`src/rtl/paddle_encoder.sv`:
```
// -----------------------------------------------------------------------------
// paddle_encoder
//
// Rotary-encoder paddle controller for the pong game engine, one instance per
// player. The raw quadrature pins are synchronised, filtered as a pair and
// decoded into signed edges. A sub-detent accumulator turns edges into detents,
// which move a saturating detent count, optionally double-stepping when the
// encoder is spun quickly in one direction. The count is scaled into a
// registered paddle position with a one-cycle change strobe.
//
// Parameters
//   POS_WIDTH         width of POSITION
//   MAX_DETENTS       upper limit of the detent count (lower limit is 0)
//   STEP              position units per detent
//   EDGES_PER_DETENT  legal quadrature edges per mechanical click (>= 1)
//   FILTER_CYCLES     identical synchronised samples needed to accept a new
//                     A/B pair (>= 1)
//   ACCEL_ENABLE      1 enables double-stepping on fast rotation
//   ACCEL_WINDOW      a same-direction detent arriving sooner than this many
//                     cycles after the previous detent counts as fast
//
// Ports
//   CLOCK     in   system clock, all state on the rising edge
//   RESET     in   asynchronous reset, active low
//   A, B      in   raw encoder pins, asynchronous to CLOCK
//   CENTER    in   synchronous recentre pulse
//   DETENT    out  current detent count
//   POSITION  out  DETENT*STEP, registered
//   MOVED     out  one-cycle strobe when POSITION takes a different value
// -----------------------------------------------------------------------------
module paddle_encoder #(
  parameter int POS_WIDTH        = 9,
  parameter int MAX_DETENTS      = 25,
  parameter int STEP             = 16,
  parameter int EDGES_PER_DETENT = 4,
  parameter int FILTER_CYCLES    = 3,
  parameter int ACCEL_ENABLE     = 1,
  parameter int ACCEL_WINDOW     = 50000
) (
  input  logic                               CLOCK,
  input  logic                               RESET,
  input  logic                               A,
  input  logic                               B,
  input  logic                               CENTER,
  output logic [$clog2(MAX_DETENTS+1)-1:0]   DETENT,
  output logic [POS_WIDTH-1:0]               POSITION,
  output logic                               MOVED
);

  localparam int DW = $clog2(MAX_DETENTS + 1);
  localparam int FW = $clog2(FILTER_CYCLES + 1);
  localparam int AW = $clog2(EDGES_PER_DETENT + 1) + 1;
  localparam int IW = $clog2(ACCEL_WINDOW + 1);

  localparam logic [FW-1:0]        RUN_ONE  = FW'(1);
  localparam logic [FW-1:0]        RUN_MAX  = FW'(FILTER_CYCLES);
  localparam logic signed [AW-1:0] ACC_ONE  = AW'(1);
  localparam logic signed [AW-1:0] ACC_TOP  = AW'(EDGES_PER_DETENT);
  localparam logic signed [AW-1:0] ACC_BOT  = AW'(-EDGES_PER_DETENT);
  localparam logic [DW-1:0]        DET_MAX  = DW'(MAX_DETENTS);
  localparam logic [DW-1:0]        DET_MID  = DW'(MAX_DETENTS / 2);
  localparam logic [IW-1:0]        IVL_MAX  = IW'(ACCEL_WINDOW);
  localparam logic [POS_WIDTH-1:0] STEP_P   = POS_WIDTH'(STEP);

  // Elaboration-time parameter sanity checks.
  if (longint'(STEP) * longint'(MAX_DETENTS) > (longint'(1) << POS_WIDTH) - 1) begin : g_bad_range
    $error("paddle_encoder: STEP*MAX_DETENTS does not fit in POS_WIDTH bits");
  end
  if (EDGES_PER_DETENT < 1 || FILTER_CYCLES < 1 || ACCEL_WINDOW < 1 || MAX_DETENTS < 1) begin : g_bad_param
    $error("paddle_encoder: EDGES_PER_DETENT, FILTER_CYCLES, ACCEL_WINDOW and MAX_DETENTS must be >= 1");
  end

  typedef enum logic {
    DIR_UP   = 1'b0,
    DIR_DOWN = 1'b1
  } dir_t;

  // Position of an A/B pair along the up sequence 00 -> 01 -> 11 -> 10.
  function automatic logic [1:0] gray_pos(input logic [1:0] ab);
    case (ab)
      2'b00:   return 2'd0;
      2'b01:   return 2'd1;
      2'b11:   return 2'd2;
      default: return 2'd3;
    endcase
  endfunction

  // ---------------------------------------------------------------------------
  // Synchroniser and joint A/B filter
  // ---------------------------------------------------------------------------
  logic [1:0]    sync1, sync2;
  logic [1:0]    last_ab;      // previous synchronised sample, for run length
  logic [FW-1:0] run;          // consecutive identical samples, saturating
  logic [FW-1:0] run_next;
  logic [1:0]    filt;         // accepted A/B pair
  logic [1:0]    filt_prev;    // accepted pair one cycle earlier

  always_comb begin
    if (sync2 != last_ab)  run_next = RUN_ONE;
    else if (run == RUN_MAX) run_next = RUN_MAX;
    else                   run_next = run + RUN_ONE;
  end

  // NOTE: every clocked process uses non-blocking assignments so all registers
  // sample their inputs from the same pre-edge values.
  always_ff @(posedge CLOCK or negedge RESET) begin
    if (!RESET) begin
      sync1     <= '0;
      sync2     <= '0;
      last_ab   <= '0;
      run       <= '0;
      filt      <= '0;
      filt_prev <= '0;
    end else begin
      sync1     <= {A, B};
      sync2     <= sync1;
      last_ab   <= sync2;
      run       <= run_next;
      filt_prev <= filt;
      // Reloading the same pair while it stays stable is harmless.
      if (run_next == RUN_MAX) filt <= sync2;
    end
  end

  // ---------------------------------------------------------------------------
  // Edge decode: a step of +1 along the sequence is up, -1 is down; a step of
  // 2 means both pins changed together and is ignored.
  // ---------------------------------------------------------------------------
  logic [1:0] pos_diff;
  logic       edge_up, edge_dn;

  always_comb begin
    pos_diff = gray_pos(filt) - gray_pos(filt_prev);
    edge_up  = (pos_diff == 2'd1);
    edge_dn  = (pos_diff == 2'd3);
  end

  // ---------------------------------------------------------------------------
  // Accumulator, acceleration and detent count
  // ---------------------------------------------------------------------------
  logic signed [AW-1:0] acc, acc_sum, acc_next;
  logic                 det_up, det_dn;
  dir_t                 last_dir, dir_new, dir_next;
  logic [IW-1:0]        interval, ivl_next;
  logic                 fast;
  logic [DW:0]          step_mag;
  logic [DW:0]          det_ext, up_sum, dn_diff;
  logic [DW-1:0]        det_next;

  // NOTE: every variable driven here gets a default first, so no path leaves
  // it unassigned and no latch is inferred.
  always_comb begin
    acc_sum  = acc;
    det_up   = 1'b0;
    det_dn   = 1'b0;
    dir_new  = DIR_UP;
    fast     = 1'b0;
    step_mag = '0;
    det_ext  = {1'b0, DETENT};
    up_sum   = '0;
    dn_diff  = '0;
    det_next = DETENT;
    dir_next = last_dir;
    ivl_next = (interval == IVL_MAX) ? IVL_MAX : interval + IW'(1);

    if (edge_up)      acc_sum = acc + ACC_ONE;
    else if (edge_dn) acc_sum = acc - ACC_ONE;

    det_up   = edge_up && (acc_sum == ACC_TOP);
    det_dn   = edge_dn && (acc_sum == ACC_BOT);
    acc_next = (det_up || det_dn) ? '0 : acc_sum;

    dir_new  = det_dn ? DIR_DOWN : DIR_UP;
    fast     = (ACCEL_ENABLE != 0) && (interval < IVL_MAX) && (dir_new == last_dir);
    step_mag = fast ? (DW+1)'(2) : (DW+1)'(1);
    up_sum   = det_ext + step_mag;
    dn_diff  = det_ext - step_mag;

    if (det_up || det_dn) begin
      // Interval and direction track every detent, even a saturated one.
      ivl_next = '0;
      dir_next = dir_new;
      if (det_up) det_next = (up_sum > {1'b0, DET_MAX}) ? DET_MAX : up_sum[DW-1:0];
      else        det_next = (det_ext < step_mag) ? '0 : dn_diff[DW-1:0];
    end

    // Recentre wins over a detent issued in the same cycle; that detent, and
    // its direction, are dropped.
    if (CENTER) begin
      det_next = DET_MID;
      acc_next = '0;
      ivl_next = IVL_MAX;
      dir_next = last_dir;
    end
  end

  always_ff @(posedge CLOCK or negedge RESET) begin
    if (!RESET) begin
      acc      <= '0;
      DETENT   <= '0;
      last_dir <= DIR_UP;
      interval <= IVL_MAX;
    end else begin
      acc      <= acc_next;
      DETENT   <= det_next;
      last_dir <= dir_next;
      interval <= ivl_next;
    end
  end

  // ---------------------------------------------------------------------------
  // Scaled position and change strobe, one cycle behind DETENT
  // ---------------------------------------------------------------------------
  logic [POS_WIDTH-1:0] pos_next;

  always_comb begin
    pos_next = POS_WIDTH'(DETENT) * STEP_P;
  end

  always_ff @(posedge CLOCK or negedge RESET) begin
    if (!RESET) begin
      POSITION <= '0;
      MOVED    <= 1'b0;
    end else begin
      POSITION <= pos_next;
      MOVED    <= (pos_next != POSITION);
    end
  end

endmodule

```
`config.mk`:
```
export PLATFORM = sky130hd
export DESIGN_NAME = paddle_encoder
export DESIGN_NICKNAME = d
export VERILOG_FILES = /design/src/rtl/paddle_encoder.sv
export SDC_FILE = /design/constraint.sdc
export NUM_CORES = 1
export LEC_CHECK = 0
export BUFFER_PORTS_ARGS = -buffer_cell sky130_fd_sc_hd__buf_2
export CORE_MARGIN = 4
export CORE_UTILIZATION = 64
export DETAILED_ROUTE_END_ITERATION = 8
export PLACE_DENSITY = 0.88
export SYNTH_ARGS = -nofsm -noshare
export SYNTH_HDL_FRONTEND = slang
export SYNTH_SLANG_ARGS = --single-unit
```
`constraint.sdc`:
```
create_clock -name CLOCK -period 10.13 [get_ports CLOCK]
set_input_delay 2.026 -clock CLOCK [delete_from_list [all_inputs] [get_ports CLOCK]]
set_output_delay 2.026 -clock CLOCK [all_outputs]
set_load 0.01 [all_outputs]
```
**After elaboration in Yosys (flattened, before gate mapping)**

Index checks and enable logic that the tools add are counted.

- Output and inout port bits: 15
- Register bits after elaboration: 44
- Logic and storage cells: 63

- Bitwise operators: 1
- Add/subtract/negate cells: 7
- Muxes and demuxes: 18
- Equality and inequality tests: 14
- Reduce and logical (&&, ||, !) cells: 8
- Order comparisons: 3

Operators by type and width:

| kind | number |
|---|---|
| $mux W16 | 3 |
| $mux W5 | 5 |
| $add A16 B1 Y16 const B | 1 |
| $eq A16 B16 Y1 const B | 1 |
| $lt A16 B16 Y1 const B | 1 |
| $mux W4 | 4 |
| $pmux W2 S3 | 2 |
| $eq A2 B2 Y1 const B | 5 |
| $add A5 B2 Y6 | 1 |
| $eq A2 B1 Y1 const B | 3 |
| $gt A6 B5 Y1 const B | 1 |
| $mux W2 | 3 |
| $lt A5 B2 Y1 | 1 |
| $ne A5 B5 Y1 | 1 |
| $sub A5 B2 Y5 | 1 |
| $add A4 B2 Y4 const B | 1 |
| $eq A4 B3 Y1 const B | 1 |
| $eq A4 B4 Y1 const B | 1 |
| $logic_not A2 Y1 | 2 |
| $sub A4 B2 Y4 const B | 1 |
| $logic_and A1 B1 Y1 | 3 |
| $add A2 B1 Y2 const B | 1 |
| $ne A2 B2 Y1 | 1 |
| $reduce_and A2 Y1 | 1 |
| 6 further kinds | 6 |

**Logic depth before layout (Yosys ltp)**

Gate-level depths: netlist of run 1.

- Word-level depth: 18
- Depth in mapped cells: 17
- Gate-level depth less buffers: 17

**Worst setup path before layout of run 1**

Ideal clock, no wire load.

- Kind: reg2reg
- Start: register filt[0]
- End: register DETENT[1]
- Arrival: 3741 ps
- Setup slack: 6268 ps
- Stages on the path, launching flop included: 17
- Path buffers: 0
- Setup time: 121 ps
- Cell sequence: dfrtp_1 inv_1 ha_1 ha_1 xnor3_2 nor4b_4 nand2_1 xnor2_1 nand2_1 ha_1 fa_1 nand2b_1 or4_1 o211ai_1 nor2_1 o2bb2ai_1 a22o_1

- Word-level cells in the longest chain between the ends: 18

Ends and longest elaborated chain:

| what | RTL line | text |
|---|---|---|
| from (decl) | 95 | `logic [1:0] filt;` |
| from (signal assigned) | 121 | `if (run_next == RUN_MAX) filt <= sync2;` |
| $eq A2 B2 Y1, or another cell as far along | 80 | `case (ab)` |
| $pmux W2 S3 * | 80 |  |
| $sub A2 B2 Y2 * | 133 | `pos_diff = gray_pos(filt) - gray_pos(filt_prev);` |
| $eq A2 B2 Y1 | 135 | `edge_dn = (pos_diff == 2'd3);` |
| $mux W4 | 167 | `else if (edge_dn) acc_sum = acc - ACC_ONE;` |
| $mux W4 | 166 | `if (edge_up) acc_sum = acc + ACC_ONE;` |
| $eq A4 B3 Y1 | 170 | `det_dn = edge_dn && (acc_sum == ACC_BOT);` |
| $logic_and A1 B1 Y1 | 170 |  |
| $mux W1 | 173 | `dir_new = det_dn ? DIR_DOWN : DIR_UP;` |
| $eq A1 B1 Y1 | 174 | `fast = (ACCEL_ENABLE != 0) && (interval < IVL_MAX) && (dir_new == last_dir);` |
| $logic_and A1 B1 Y1 | 174 |  |
| $mux W2 | 175 | `step_mag = fast ? (DW+1)'(2) : (DW+1)'(1);` |
| $add A5 B2 Y6 | 176 | `up_sum = det_ext + step_mag;` |
| $gt A6 B5 Y1 | 183 | `if (det_up) det_next = (up_sum > {1'b0, DET_MAX}) ? DET_MAX : up_sum[DW-1:0];` |
| $mux W5 (2 in a row) | 183 |  |
| $mux W5 | 179 | `if (det_up \|\| det_dn) begin` |
| $mux W5 | 189 | `if (CENTER) begin` |
| to (signal assigned) | 205 | `DETENT <= det_next;` |
| to (decl) | 45 | `output logic [$clog2(MAX_DETENTS+1)-1:0] DETENT,` |

Every way passes the cells marked *; elsewhere a longest branch is shown, timed or not. The select of a mux whose other input is x is not followed.
A chain may end at the register's enable or synchronous reset.

**Final worst setup path of run 1**

- Start: register filt[0]
- End: register DETENT[2]

Same word-level chain as after synthesis.

==> results of run 1 <==
[cells by family after synthesis]
group	Yosys count
AO/OA/AOI/OAI	45
XOR/XNOR	30
adder cells (fa/ha/maj)	15
buffers and inverters	33
flip-flops	44
multiplexers	2
other	1
AND/OR/NAND/NOR	86
[critical path, stage by stage (launching register included)]
cell and delay (ns):
sky130_fd_sc_hd__dfrtp_1 0.40, sky130_fd_sc_hd__inv_1 0.08, sky130_fd_sc_hd__ha_1 0.30, sky130_fd_sc_hd__ha_1 0.22
sky130_fd_sc_hd__xnor3_2 0.47, sky130_fd_sc_hd__nor4b_4 0.39, sky130_fd_sc_hd__nand2_1 0.14, sky130_fd_sc_hd__xnor2_1 0.21
sky130_fd_sc_hd__nand2_1 0.13, sky130_fd_sc_hd__ha_1 0.22, sky130_fd_sc_hd__fa_1 0.55, sky130_fd_sc_hd__nand2b_1 0.06
sky130_fd_sc_hd__or4_1 0.40, sky130_fd_sc_hd__o211ai_1 0.15, sky130_fd_sc_hd__nor2_1 0.09, sky130_fd_sc_hd__a31oi_1 0.22
sky130_fd_sc_hd__o211ai_2 0.11
[final cells by class]
class	count	area (um2)	share of cell area (%)
multi-input cells	182	1320	48.2
inverters	20	75.1	2.75
well taps	48	60.1	2.20
clock buffers	7	96.3	3.53
repair buffers	15	75.1	2.75
flip-flops and latches	44	1110	40.6
[cell usage in the layout (no fill, tap or decap), types with 2 or more instances in the layout]
cell type and instances:
sky130_fd_sc_hd__nor2b_1 3, sky130_fd_sc_hd__a31oi_1 3, sky130_fd_sc_hd__nor4_1 4, sky130_fd_sc_hd__inv_1 20, sky130_fd_sc_hd__o21ai_0 5, sky130_fd_sc_hd__a22o_1 3, sky130_fd_sc_hd__xnor2_1 19, sky130_fd_sc_hd__clkbuf_8 7
sky130_fd_sc_hd__fa_1 2, sky130_fd_sc_hd__nand3b_1 2, sky130_fd_sc_hd__nand4_1 2, sky130_fd_sc_hd__a211oi_1 2, sky130_fd_sc_hd__nor3_1 6, sky130_fd_sc_hd__o22ai_1 2, sky130_fd_sc_hd__ha_1 13, sky130_fd_sc_hd__nor2_1 25
sky130_fd_sc_hd__dfstp_2 6, sky130_fd_sc_hd__nor2_2 2, sky130_fd_sc_hd__nand2b_1 4, sky130_fd_sc_hd__or4_1 3, sky130_fd_sc_hd__nand3_1 11, sky130_fd_sc_hd__and2_1 2, sky130_fd_sc_hd__a21oi_1 14, sky130_fd_sc_hd__and3_1 2
sky130_fd_sc_hd__nand2_1 12, sky130_fd_sc_hd__a22oi_1 2, sky130_fd_sc_hd__xor2_1 9, sky130_fd_sc_hd__dfrtp_1 38, sky130_fd_sc_hd__conb_1 4, sky130_fd_sc_hd__buf_2 15
[per-stage QoR]
step	power [mW]	std cells	instance area (um2)	util, %
after detailed placement	0.261	309	2630	69.8
after global placement	0.256	309	2630	69.8
final	0.375	316	2730	72.4
after floorplan	0.246	259	2570	-
after global routing	0.394	316	2730	72.4
after CTS	0.378	316	2730	72.4
[layer usage]
| layer | vias to the layer above | global-route usage (%) | wire, um |
|---|---|---|---|
| met4 | 0 | 8.14 | 68 |
| li1 | 908 | - | - |
| met5 | - | 0 | 0 |
| met3 | 6 | 3.79 | 190 |
| met1 | 889 | 27.2 | 2160 |
| met2 | 45 | 34.2 | 2340 |
[power breakdown]
group          leakage [nW]  switching, mW  internal [mW]
Clock                0.0503         0.0563         0.0608
Sequential            0.548         0.0112          0.183
Combinational         0.621         0.0354         0.0284
[registers in the layout (all words and copies together) (netlist names)]
register and count:
interval 16, DETENT 5, POSITION 5, acc 4
filt 2, filt_prev 2, last_ab 2, run 2
sync1 2, sync2 2, MOVED 1, last_dir 1
[final timing paths]
kind                                     endpoint  depth (start not counted)           startpoint
max                         DETENT[2]$_DFFE_PN0P_                         16  filt[0]$_DFFE_PN0N_
max reg2reg                 DETENT[2]$_DFFE_PN0P_                         16  filt[0]$_DFFE_PN0N_
max in group asynchronous  interval[13]$_DFF_PN0_                          1                RESET
min reg2reg                    sync2[0]$_DFF_PN0_                          0   sync1[0]$_DFF_PN0_
min                            sync2[0]$_DFF_PN0_                          0   sync1[0]$_DFF_PN0_
min in group asynchronous  filt_prev[1]$_DFF_PN0_                          1                RESET
==> reports/qor.log, run 1 <==
INFO  timing         maxSlewHeadroom=37.4%
INFO  cts            cts.repair.resized=0
INFO  die            design.core.area=3770um2
INFO  worst_setup_path worst_ep_arrival_time=4.42ns
INFO  synth          synth-warning-count=0
INFO  worst_setup_path timing.critical_path.from_type=flop
INFO  timing         tightestPinTransition=0.939ns
INFO  final_layout   drive_gt1_share=14.2%
INFO  timing         maxSlewViolCount=0
INFO  timing         min_period=4.24ns
INFO  die            site_row_count=22
INFO  cts            htree_num_levels=2
INFO  die            initial_utilization=68.0%
INFO  place          place_congestion=0.868
INFO  final_layout   syn_to_final_growth=6.49%
INFO  routing        first_iter_violations=194
INFO  synth          syn-instance-count=256
INFO  grt            initial_antenna_violation_count=0
INFO  routing        route.final.wire_length=4760um
INFO  synth          synth_xor_xnor_area_share=11.4%
INFO  pwr            power.leakage=1.22nW
INFO  worst_setup_path path_class=reg -> reg
INFO  die            dieArea=5080um2
INFO  cts            number_of_sinks_on_the_clock_net=44
INFO  routing        detail_route.wl_per_cell=15.0um
INFO  cts            cts_tree=done
INFO  die            chipHeight=71.3um
INFO  synth          avgSynthCellArea=10.0um2
INFO  synth          netlist-cell-type-count=58
INFO  synth          synth_most_common_cell=sky130_fd_sc_hd__dfrtp_1
INFO  cts            clock_tree.root_cell=sky130_fd_sc_hd__clkbuf_8
INFO  synth          synth_edf_count=0
INFO  cts            cts.reportedPaths.clkPinSlew=0.08ns
INFO  grt            overall_overflow_remaining_after_global_route=0
INFO  place          preCtsSetupSlack=5.91ns
INFO  routing        drtPass1Iterations=4
INFO  routing        drc_errors=0
INFO  final_layout   insertedDiodeCount=0
INFO  synth          synthArstFlopShare=100%
INFO  pwr            max-vdd-ir-drop=0.114mV
INFO  cts            clock_tree.buffer_depth=2
INFO  synth          ys_seq_elements=44
INFO  worst_setup_path biggest_fanout_along_the_worst_timing_path=6
INFO  cts            cts_post_setup_buffers_inserted=0
INFO  synth          synth_area=2560um2
INFO  routing        detail-route-antenna-nets=0
INFO  synth          synth_top_family_by_area=simple AND/OR/NAND/NOR gates
INFO  final_layout   nNetsFinal=288
INFO  timing         finalSetupViolCount=0
INFO  synth          synth_common_cells=sky130_fd_sc_hd__dfrtp_1, sky130_fd_sc_hd__nor2_1, sky130_fd_sc_hd__inv_1
INFO  grt            first_pass_grt_wire_length=8420um
INFO  synth          fraction_of_synthesized_area_in_multiplexers=0.830%
INFO  final_layout   final.fill_count=272
INFO  place          number_of_input_and_output_port_buffers_inserted=15
INFO  pwr            p_per_cell_area=137nW/um2
INFO  synth          synth_fa_ha_area_share=7.91%
INFO  timing         timing.final.crit_share=41.9%
INFO  worst_setup_path rrSetupSlack=5.89ns
INFO  synth          post-synth-top-area-cell=sky130_fd_sc_hd__dfrtp_1
INFO  synth          top_cells_by_area_synth=sky130_fd_sc_hd__dfrtp_1, sky130_fd_sc_hd__xnor2_1, sky130_fd_sc_hd__ha_1
INFO  timing         clock_tree_skew_after_final_layout=0.00956ns
INFO  synth          synth_compound_gate_area_share=12.0%
INFO  synth          seq_area_frac_synth=43.2%
INFO  grt            grt_max_degree=45
INFO  routing        route.vias.total=1848
INFO  routing        drt-vias-per-instance=5.85
INFO  timing         finalSetupTns=0ns
INFO  cts            postCtsHoldBufs=0
INFO  timing         rsz_0062_raised_after_global_routing=false
INFO  grt            groute.usage.overall=20.7%
INFO  timing         clock.fmax=236MHz
INFO  cts            number_of_cts_inserted_buffers=5
INFO  timing         whs=0.353ns
INFO  worst_setup_path crit_path_end_kind=flop
INFO  run            drv_cap=0
INFO  cts            insertion_delay=0.29ns
INFO  grt            first_global_vias=1856
INFO  die            ioPinCount=20
INFO  die            die_width=71.3um
INFO  synth          synth_top_area_share=37.1%
INFO  synth          synthSimpleGateAreaFrac=18.5%
INFO  place          half_perimeter_wire_length_after_placement=3420um
INFO  synth          ys_dominant_reg_cell=sky130_fd_sc_hd__dfrtp_1
INFO  timing         final_critical_path_setup_slack=5.89ns
INFO  worst_setup_path critPathRequiredTime=10.30ns
INFO  timing         hold_viol=0
INFO  min_path       hp-class=reg -> reg
INFO  status         run_status=finished clean
Note: power is estimated with default switching activity, not from simulation.
==> run 2: changes to the inputs <==
Settings changed: CORE_UTILIZATION 64 to 60, PLACE_DENSITY 0.88 to 0.84.
Clock period 10.13 ns to 4.36 ns, I/O delays scaled along.
==> run 2 against run 1 <==
  * Utilization fell by 4.3 points
  * Via count up 1.7%
  * Sequential power up 130%
  * Setup slack got worse by 5.7 ns
  * Worst hold slack worse by 0.00095 ns
  * Register-to-register slack worse by 5.7 ns
  * Final area is 1.2% higher
  * Power increased by 140%
  * Combinational power rose by 130%
  * Critical path type unchanged
==> reports/qor.log, run 2 (synthesis results as in run 1) <==
INFO  timing         tightestPinTransition=0.934ns [-0.00493 ns]
INFO  place          half_perimeter_wire_length_after_placement=3270um [-4.4%]
INFO  timing         clock_tree_skew_after_final_layout=0.0121ns [+0.00255 ns]
INFO  timing         maxSlewHeadroom=37.7% [+0.33 points]
INFO  worst_setup_path worst_ep_arrival_time=4.32ns [-0.10 ns]
INFO  timing         finalSetupViolCount=0 [unchanged]
INFO  timing         maxSlewViolCount=0 [unchanged]
INFO  worst_setup_path worstReg2RegStart=filt[1]$_DFFE_PN0N_
INFO  die            ioPinCount=20 [unchanged]
INFO  worst_setup_path r2r_cells=15 [-1]
INFO  cts            clock_tree.root_cell=sky130_fd_sc_hd__clkbuf_8
INFO  min_path       whs_endpoint=sync2[0]$_DFF_PN0_
INFO  routing        drt-vias-per-instance=5.87 [+0.41%]
INFO  grt            groute.usage.overall=18.5% [-2.3 points]
INFO  cts            cts_tree=done
INFO  routing        drtPass1Iterations=5 [+1]
INFO  worst_setup_path critPathRequiredTime=4.54ns [-5.76 ns]
INFO  cts            number_of_cts_inserted_buffers=5 [unchanged]
INFO  routing        first_iter_violations=151 [-22%]
INFO  timing         hold_viol=0 [unchanged]
INFO  place          number_of_input_and_output_port_buffers_inserted=15 [unchanged]
INFO  timing         finalSetupTns=0ns [unchanged]
INFO  cts            number_of_sinks_on_the_clock_net=44 [unchanged]
INFO  place          place_congestion=0.903 [+4.1%]
INFO  min_path       hold_path_depth=0 [unchanged]
INFO  grt            overall_overflow_remaining_after_global_route=0 [unchanged]
INFO  die            initial_utilization=63.2% [-4.8 points]
INFO  final_layout   drive_gt1_share=15.6% [+1.4 points]
INFO  grt            initial_antenna_violation_count=0 [unchanged]
INFO  cts            clock_tree.buffer_depth=2 [unchanged]
INFO  cts            postCtsHoldBufs=0 [unchanged]
INFO  run            drv_cap=0 [unchanged]
INFO  worst_setup_path timing.rr.end=DETENT[2]$_DFFE_PN0P_
INFO  pwr            p_per_cell_area=327nW/um2 [+140%]
INFO  die            dieArea=5380um2 [+5.9%]
INFO  grt            globalRouteMet1Util=24.4% [-2.8 points]
INFO  final_layout   final.fill_count=313 [+15%]
INFO  routing        route.vias.total=1879 [+1.7%]
INFO  final_layout   finalCoreUtilization=68.1% [-4.3 points]
INFO  worst_setup_path cp_slowest_stage_delay=0.55ns [about the same]
INFO  cts            insertion_delay=0.30ns [about the same]
INFO  timing         clock.fmax=241MHz [+2.4%]
INFO  final_layout   largest_register_ffs=16 [unchanged]
INFO  die            site_row_count=23 [+4.5%]
INFO  worst_setup_path timing.critical_path.max_delay_family=adder cells
INFO  worst_setup_path standard_cell_with_the_maximum_stage_delay_on_the_critical_path=sky130_fd_sc_hd__fa_1
INFO  grt            met2_grt_util=29.7% [-4.5 points]
INFO  worst_setup_path timing.critical_path.from_type=flop
INFO  timing         timing.final.crit_share=95.1% [+53 points]
INFO  final_layout   most-common-layout-cells=sky130_fd_sc_hd__dfrtp_1, sky130_fd_sc_hd__nor2_1, sky130_fd_sc_hd__inv_1
INFO  final_layout   syn_to_final_growth=7.81%
INFO  worst_setup_path crit_chain=ha_1, ha_2, xnor3_2, nor4b_4, nand2_1, xnor2_2, nand2_1, ha_1, fa_1, nand2b_1, or4_1, o211ai_1, nor2_1, a31oi_1, o211ai_2
INFO  final_layout   nNetsFinal=289 [+0.35%]
INFO  routing        drc_errors=0 [unchanged]
INFO  routing        route.final.wire_length=4570um [-3.8%]
INFO  grt            top_usage_layer=met2
INFO  timing         min_period=4.14ns [-0.100 ns]
INFO  pwr            power.leakage=1.24nW [+1.5%]
INFO  worst_setup_path rrSetupSlack=0.22ns [-5.67 ns]
INFO  min_path       timing.hold.worst.start=sync1[0]$_DFF_PN0_
INFO  worst_setup_path path_class=reg -> reg
INFO  final_layout   final_common_cell=sky130_fd_sc_hd__dfrtp_1
INFO  final_layout   top_register=interval
INFO  worst_setup_path crit_path_end_kind=flop
INFO  die            die_width=73.4um [+2.9%]
INFO  grt            grt_max_degree=45 [unchanged]
INFO  min_path       hp-class=reg -> reg
INFO  cts            htree_num_levels=2 [unchanged]
INFO  worst_setup_path cp.buffers_inverters=0 [-1]
INFO  die            design.core.area=4060um2 [+7.6%]
INFO  grt            first_pass_grt_wire_length=7750um [-8.0%]
INFO  status         run_status=finished clean
INFO  routing        detail_route.wl_per_cell=14.3um [-5.0%]
INFO  cts            cts.reportedPaths.clkPinSlew=0.09ns [about the same]
INFO  worst_setup_path biggest_fanout_along_the_worst_timing_path=6 [unchanged]
INFO  final_layout   insertedDiodeCount=0 [unchanged]
INFO  routing        detail-route-antenna-nets=0 [unchanged]
INFO  grt            global_route.usage.met3=4.51% [+0.73 points]
INFO  grt            first_global_vias=1721 [-7.3%]
INFO  final_layout   largestRegisters=interval x16, DETENT x5, POSITION x5
INFO  die            chipHeight=73.4um [+2.9%]
INFO  pwr            max-vdd-ir-drop=0.234mV [+100%]
run 2: changes by cell type in the layout (fill, tap and decap cells not counted), sizes merged:
cell	delta
bufinv	+1
buf	+1
clkinv	+1
clkbuf	-1
run 2: power breakdown:
part / internal, mW / leakage (nW) / switching, mW
logic: 0.0683 / 0.634 / 0.0801
registers: 0.426 / 0.548 / 0.0265
clock network: 0.170 / 0.0552 / 0.134
run 2: area by class of cell:
cell class	instances	area (um2)	area share [%]
timing repair buffer	16	82.6	2.99
multi-input combinational	182	1330	48.0
tap	50	62.6	2.26
sequential	44	1110	40.1
clock buffer	6	72.6	2.63
inverter	20	75.1	2.72
clock inverter	2	35.0	1.27
run 2: through the flow:
stage                     power (mW)  hold slack, ns  cells  instance area, um2  worst slack [ns]
after floorplan                0.572           0.331    259                2570             0.498
after global placement         0.596           0.335    311                2640             0.355
after detailed placement       0.602           0.336    311                2640             0.218
after CTS                      0.905           0.353    319                2740             0.143
after global routing           0.948           0.357    320                2760           -0.0195
final                          0.904           0.352    320                2760             0.215
run 2: how the worst max path moves through the flow:
stage                         from                    end  slack (ns)  cells past startpoint
2_1_floorplan  filt[0]$_DFFE_PN0N_  DETENT[1]$_DFFE_PN0P_        0.50                     16
3_3_place_gp   filt[0]$_DFFE_PN0N_  DETENT[1]$_DFFE_PN0P_        0.35                     16
3_5_place_dp   filt[0]$_DFFE_PN0N_  DETENT[2]$_DFFE_PN0P_        0.22                     16
4_1_cts        filt[0]$_DFFE_PN0N_  DETENT[2]$_DFFE_PN0P_        0.14                     16
5_1_grt        filt[0]$_DFFE_PN0N_  DETENT[1]$_DFFE_PN0P_       -0.02                     16
6_report       filt[1]$_DFFE_PN0N_  DETENT[2]$_DFFE_PN0P_        0.22                     15
run 2: what timing repair did:
item	in CTS	in global routing
endpoints found under the setup margin	0	3
setup buffers	0	1
resized for setup	0	3
run 2: layer usage:
| metal | wire (um) | share of wire, % |
|---|---|---|
| met2 | 2200 | 48 |
| met1 | 2070 | 45 |
| met5 | 0 | 0 |
| met3 | 246 | 5.4 |
| met4 | 63 | 1.4 |
